### config.mk
export PLATFORM = sky130hd
export DESIGN_NAME = operand_fetch
export DESIGN_NICKNAME = d
export VERILOG_FILES = /design/src/rtl/operand_fetch.sv
export SDC_FILE = /design/constraint.sdc
export NUM_CORES = 1
export LEC_CHECK = 0
export CAP_MARGIN = 20
export CORE_AREA = 2 2 83 85
export CTS_BUF_LIST = sky130_fd_sc_hd__clkbuf_8
export DETAILED_ROUTE_END_ITERATION = 8
export DIE_AREA = 0 0 85 87
export MAX_ROUTING_LAYER = met4
export PLACE_DENSITY = 0.84
export SYNTH_ARGS = -nofsm -noshare
export SYNTH_HDL_FRONTEND = slang
export SYNTH_SLANG_ARGS = --single-unit
### constraint.sdc
create_clock -name clk -period 2.4 [get_ports clk]
set_input_delay 0.48 -clock clk [delete_from_list [all_inputs] [get_ports clk]]
set_output_delay 0.48 -clock clk [all_outputs]
set_load 0.005 [all_outputs]
### src/rtl/operand_fetch.sv
// Operand fetch sequencer: accepts instructions, issues a two-register read to
// the register stack and hands opcode/dst/operands to execute; also arbitrates writebacks.
module operand_fetch #(
    parameter int WORD_SIZE = 16,
    parameter int NIB_SIZE  = 4
) (
    input  logic                 clk,
    input  logic                 reset,
    input  logic                 instr_valid,
    output logic                 instr_ready,
    input  logic [WORD_SIZE-1:0] instr,
    input  logic                 wb_valid,
    output logic                 wb_ready,
    input  logic [NIB_SIZE-1:0]  wb_num,
    input  logic [WORD_SIZE-1:0] wb_val,
    output logic [NIB_SIZE-1:0]  rs_num1,
    output logic [NIB_SIZE-1:0]  rs_num2,
    output logic [NIB_SIZE-1:0]  rs_setnum,
    output logic [WORD_SIZE-1:0] rs_setval,
    output logic                 rs_get_enable,
    output logic                 rs_set_enable,
    input  logic [WORD_SIZE-1:0] rs_out1,
    input  logic [WORD_SIZE-1:0] rs_out2,
    output logic                 op_valid,
    input  logic                 op_ready,
    output logic [NIB_SIZE-1:0]  op_opcode,
    output logic [NIB_SIZE-1:0]  op_dst,
    output logic [WORD_SIZE-1:0] op_a,
    output logic [WORD_SIZE-1:0] op_b
);

    typedef enum logic [1:0] {IDLE, READ, WAIT, HOLD} state_t;

    state_t               state_q, state_d;
    logic [NIB_SIZE-1:0]  opc_q, opc_d, dst_q, dst_d;
    logic [NIB_SIZE-1:0]  src1_q, src1_d, src2_q, src2_d;
    logic                 op_valid_q, op_valid_d;
    logic [NIB_SIZE-1:0]  op_opcode_q, op_opcode_d, op_dst_q, op_dst_d;
    logic [WORD_SIZE-1:0] op_a_q, op_a_d, op_b_q, op_b_d;
    logic                 accept;

    // The read port is busy only in READ, so writes never collide with a read.
    assign wb_ready      = !reset && (state_q != READ);
    assign rs_set_enable = wb_valid && wb_ready;
    assign rs_setnum     = wb_num;
    assign rs_setval     = wb_val;
    assign rs_get_enable = !reset && (state_q == READ);
    assign rs_num1       = src1_q;
    assign rs_num2       = src2_q;

    assign op_valid  = op_valid_q;
    assign op_opcode = op_opcode_q;
    assign op_dst    = op_dst_q;
    assign op_a      = op_a_q;
    assign op_b      = op_b_q;

    always_comb begin
        state_d     = state_q;
        opc_d       = opc_q;
        dst_d       = dst_q;
        src1_d      = src1_q;
        src2_d      = src2_q;
        op_valid_d  = op_valid_q;
        op_opcode_d = op_opcode_q;
        op_dst_d    = op_dst_q;
        op_a_d      = op_a_q;
        op_b_d      = op_b_q;
        instr_ready = 1'b0;

        // Pending writeback wins over a new instruction.
        if (!reset) begin
            case (state_q)
                IDLE:    instr_ready = !wb_valid;
                HOLD:    instr_ready = op_ready && !wb_valid;
                default: instr_ready = 1'b0;
            endcase
        end
        accept = instr_valid && instr_ready;

        if (accept) begin
            opc_d  = instr[WORD_SIZE-1 -: NIB_SIZE];
            dst_d  = instr[WORD_SIZE-NIB_SIZE-1 -: NIB_SIZE];
            src1_d = instr[2*NIB_SIZE-1 -: NIB_SIZE];
            src2_d = instr[NIB_SIZE-1:0];
        end

        case (state_q)
            IDLE: if (accept) state_d = READ;
            READ: state_d = WAIT;
            WAIT: begin
                op_a_d      = rs_out1;
                op_b_d      = rs_out2;
                op_opcode_d = opc_q;
                op_dst_d    = dst_q;
                op_valid_d  = 1'b1;
                state_d     = HOLD;
            end
            HOLD: begin
                if (op_ready) begin
                    op_valid_d = 1'b0;
                    state_d    = accept ? READ : IDLE;
                end
            end
            default: state_d = IDLE;
        endcase
    end

    always_ff @(posedge clk or posedge reset) begin
        if (reset) begin
            state_q     <= IDLE;
            opc_q       <= '0;
            dst_q       <= '0;
            src1_q      <= '0;
            src2_q      <= '0;
            op_valid_q  <= 1'b0;
            op_opcode_q <= '0;
            op_dst_q    <= '0;
            op_a_q      <= '0;
            op_b_q      <= '0;
        end else begin
            state_q     <= state_d;
            opc_q       <= opc_d;
            dst_q       <= dst_d;
            src1_q      <= src1_d;
            src2_q      <= src2_d;
            op_valid_q  <= op_valid_d;
            op_opcode_q <= op_opcode_d;
            op_dst_q    <= op_dst_d;
            op_a_q      <= op_a_d;
            op_b_q      <= op_b_d;
        end
    end

endmodule

* Word level (Yosys, flattened, before mapping) *
Cells that the tools add are included.

operators by class
  eq/ne operators = 6
  multiplexer cells = 8
  reductions and logical operators = 11

operators by type and width
  cell                                                                     count
  2-bit case mux with 4 select lines                                       1
  1-bit logical AND                                                        5
  2-bit == test, second input constant                                     2
  2-bit two-way mux                                                        2
  2-bit inequality test, second input constant                             2
  1-bit case mux with 2 select lines                                       2
  2-bit AND reduction                                                      2
  1-bit two-way mux                                                        3
  2-bit by 1-bit == test with 1-bit output, second input constant          1
  1-bit logical NOT                                                        2
  2-bit logical NOT                                                        1
  2-bit by 1-bit inequality test with 1-bit output, second input constant  1
  2-bit nonzero test                                                       1

word-level totals
  bits in registers = 59
  input bits = 73
  output and inout bits = 73

* Depth between registers and ports, before layout *
  depth in word-level cells = 8
  mapped depth = 6
  gate-level depth less buffers = 5

* Worst setup path before layout *
OpenSTA, ideal clock, no wires.

  kind = reg2reg
  start point = register state_q[0]
  end point = register state_q[0]
  library setup time = 123 ps
  arrival = 1802 ps
  path slack = 475 ps
  cell stages (with the launch flop) = 6
  buffers on the path = 0
  cell sequence = dfrtp_1 inv_1 ha_1 or4b_4 a211o_1 o221a_1

between the ends
  longest elaborated chain between the ends = 7

ends and longest elaborated chain
  element                                                    line    RTL
  start: declaration                                         34      state_t state_q, state_d;
  start signal: assignment                                   121     state_q <= state_d;
  2-bit == test / 2-bit logical NOT (equally long branches)  72, 87
  1-bit case mux with 2 select lines                         72      case (state_q)
  1-bit two-way mux                                          71      if (!reset) begin
  1-bit logical AND                                          78      accept = instr_valid && instr_ready;
  1-bit two-way mux                                          101     state_d = accept ? READ : IDLE;
  2-bit two-way mux                                          99      if (op_ready) begin
  2-bit case mux with 4 select lines                         87      case (state_q)

Several ways; a longest one is shown, not always the timed one. The select of a mux whose other input is x is not followed.
A chain may end at the register's enable or synchronous reset.

* Worst setup path in the final report *
  start point = input reset
  end point = output wb_ready

between the ends
  longest elaborated chain between the ends = 2

ends and longest elaborated chain
  element                      line  RTL
  start: declaration           8     input logic reset,
  1-bit logical NOT (no line)  -
  1-bit logical AND            43    assign wb_ready = !reset && (state_q != READ);
  end: declaration             13    output logic wb_ready,

Every way passes these cells.

==> impl_metrics.yaml <==
setup_path:
  slowest_stage: "clkdlybuf4s50_1"
  cp-start-kind: "input port"
  crit_chain: "clkdlybuf4s50_1 -> nor2_2 -> clkdlybuf4s50_1"
  ff2ff_path_depth: 5
  critPathArrivalTime_ns: 1.70
  worstPathMaxFanout: 5
  cp_num_buf_inv: 2
  critical_path_required_ns: 1.92
  worst_path_most_repeated_cell: "clkdlybuf4s50_1"
  r2r-start: "state_q[1]"
  critPathCaptureType: "output port"
  critPathKind: "in2out"
  cpPeakStageDelay_ns: 0.54
  rrSetupSlack_ns: 0.49
  r2r-end: "state_q[1]"
  cpLargestDelayFamily: "buffers and inverters"
global_routing:
  grt_antenna_before_repair: 0
  grt_max_degree: 60
  overflow: 0
  grt_pass1_wl_mm: 8.23
  grt_pass1_vias: 1746
  track_usage: 0.147
synthesis:
  synthesis.nets: 247
  synth_seq_cells: 59
  mappedNetlistArea_um2: 2490
  ys_seq_area_frac: 0.594
  syn-mean-instance-area_um2: 14.7
  syn_inst: 169
  synth_warnings: 0
  ys_types: 22
timing:
  hold_viol: 0
  finalClockSkew_ns: 0.00761
  worstMarginPinSlew_ns: 0.380
  slew_viol_final: 0
  rsz0062_at_grt: "false"
  max-slew-margin-rel: 0.747
  timing.fmax_mhz: 459
  fin_crit_sh: 0.907
  period_needed_ns: 2.18
  fin_setup_tns_ns: 0
  setup_viol: 0
cells_and_area:
  fill_cells: 547
  mostFrequentLayoutCell: "clkdlybuf4s50_1"
  mostFrequentLayoutCells: "103 x clkdlybuf4s50_1, 59 x dfrtp_1, 57 x mux2_2, 11 x clkbuf_8, 4 x buf_4"
  fin_nets: 343
  fin_cells: 349
  antenna_cells: 0
  syn2layout_area_growth_pct: 51.3
  drive_above_1_share: 0.316
placement:
  place_inst: 331
  place.gp.congestion: 0.717
  io_buffer_count: 105
  dp_hpwl_mm: 3.54
power_and_ir_drop:
  swShare: 0.264
  p_switching_uw: 1270
  peakVddDrop_mv: 0.626
  power_density_nw_per_um2: 1270
  p_int_uw: 3530
  comb_power_share: 0.455
  p_leak_uw: 0.00163
  seqPwrFrac: 0.363
  power_frac_clock: 0.182
min_path:
  hold_depth: 1
  whs_endpoint: "op_opcode[0]"
  hp-class: "reg2reg"
  hp-start: "opc_q[0]"
routing:
  drt-initial-drc-count: 53
  totalWireLength_mm: 4.93
  vias: 1615
  met3WireLength_um: 400
  top_layer_used: "met4"
  first_pass_iters: 2
  drtAntennaViolNets: 0
  detail_route.wl_per_cell_um: 14.1
  vias_per_cell: 4.63
  wl_met2_mm: 2.43
  drc_errors: 0
  met1_length_mm: 2.02
clock_tree:
  clock_latency_ns: 0.32
  clk_pin_slew_ns: 0.06
  cts_tree: "built"
  cts_hold_buffers: 0
  htreeDepth: 3
  cts_buffer_depth: 2
  cts.sinks: 59
  cts_inserted_buffers: 9
  clockRootBuffer: "clkbuf_8"
die:
  rows: 30
  die_w_um: 85
  io_pins: 146
  start_util: 0.379
  fp.dieArea_um2: 7400
  die_h_um: 87
  coreArea_um2: 6570
outcome:
  status: "completed"
flow_run:
  max_cap_violations: 0
## per-layer routing
metal | GRT usage | vias to the layer above
met5 | - | -
met4 | 0.0678 | 0
met3 | 0.0502 | 10
met2 | 0.234 | 74
met1 | 0.169 | 779
li1 | - | 752
## registers in the layout, summed over array words and instances (netlist names)
signal,flops
dst_q,4
op_a,16
op_b,16
op_dst,4
op_opcode,4
op_valid,1
opc_q,4
rs_num1,4
rs_num2,4
state_q,2
## power by group through the flow
stage                     combinational [uW]  clock, uW  sequential, uW
after CTS                               2210        906            1740
final                                   2180        871            1740
after floorplan                          955          0            1780
after global placement                  2060          0            1740
after detailed placement                2120          0            1770
after global routing                    2370        963            1810
## synthesized netlist by cell type (all sizes together)
library cell	number	share of area
a21oi	2	0.0040
clkbuf	1	0.0015
nor2b	2	0.0050
and2	1	0.0030
and2b	1	0.0030
a211o	1	0.0035
o22ai	1	0.0025
nand2	1	0.0015
ha	5	0.025
mux2	57	0.26
nor2	3	0.0045
nand3b	1	0.0030
a21boi	1	0.0030
o221a	1	0.0045
buf	25	0.068
dfrtp	59	0.59
inv	4	0.0060
o21ai	1	0.0020
nor3	1	0.0020
or4b	1	0.0055
## metrics by stage
stage          hold WS (ns)  power, uW  worst slack, ns  instance area (um^2)   util
6_report              0.502       4790            0.223                  3760  0.573
5_1_grt               0.517       5140            0.139                  3760  0.573
4_1_cts               0.502       4860           0.0151                  3750  0.571
3_5_place_dp          0.488       3890           0.0408                  3510  0.535
3_3_place_gp          0.481       3800            0.110                  3510  0.535
2_1_floorplan         0.474       2730            0.464                  2490      -
## worst max path at each step
stage,slack (ns),startpoint,end,cells after the start
after floorplan,0.46,reset,dst_q[0],1
after global placement,0.11,reset,instr_ready,4
after detailed placement,0.04,reset,instr_ready,4
after CTS,0.02,state_q[1],instr_ready,5
after global routing,0.14,state_q[0],wb_ready,4
final,0.22,reset,wb_ready,3
## logic make-up (layout without fill, tap and decap cells)
| logic type | after synthesis | count (layout) | share of synthesized area |
|---|---|---|---|
| flip-flops | 59 | 59 | 0.594 |
| multiplexers | 57 | 57 | 0.258 |
| buffers and inverters | 30 | 130 | 0.0759 |
| AND/OR/NAND/NOR | 11 | 11 | 0.0277 |
| AO/OA/AOI/OAI | 7 | 7 | 0.0196 |
| adder cells (fa/ha/maj) | 5 | 5 | 0.0252 |
## timing repair
| action | CTS | global route |
|---|---|---|
| pin swaps | 1 | 1 |
| buffers inserted | 3 | 0 |
| resized for setup | 4 | 4 |
| endpoints found under the setup margin | 1 | 2 |
## layout make-up
cell class	count	area [um^2]	share of cell area
multi-input combinational	80	851	0.226
timing repair buffer	111	1130	0.299
clock inverter	4	42.5	0.0113
tap	80	100	0.0266
inverter	4	15.0	0.00399
sequential	59	1480	0.392
clock buffer	11	151	0.0402
(Power assumes the default switching activity.)
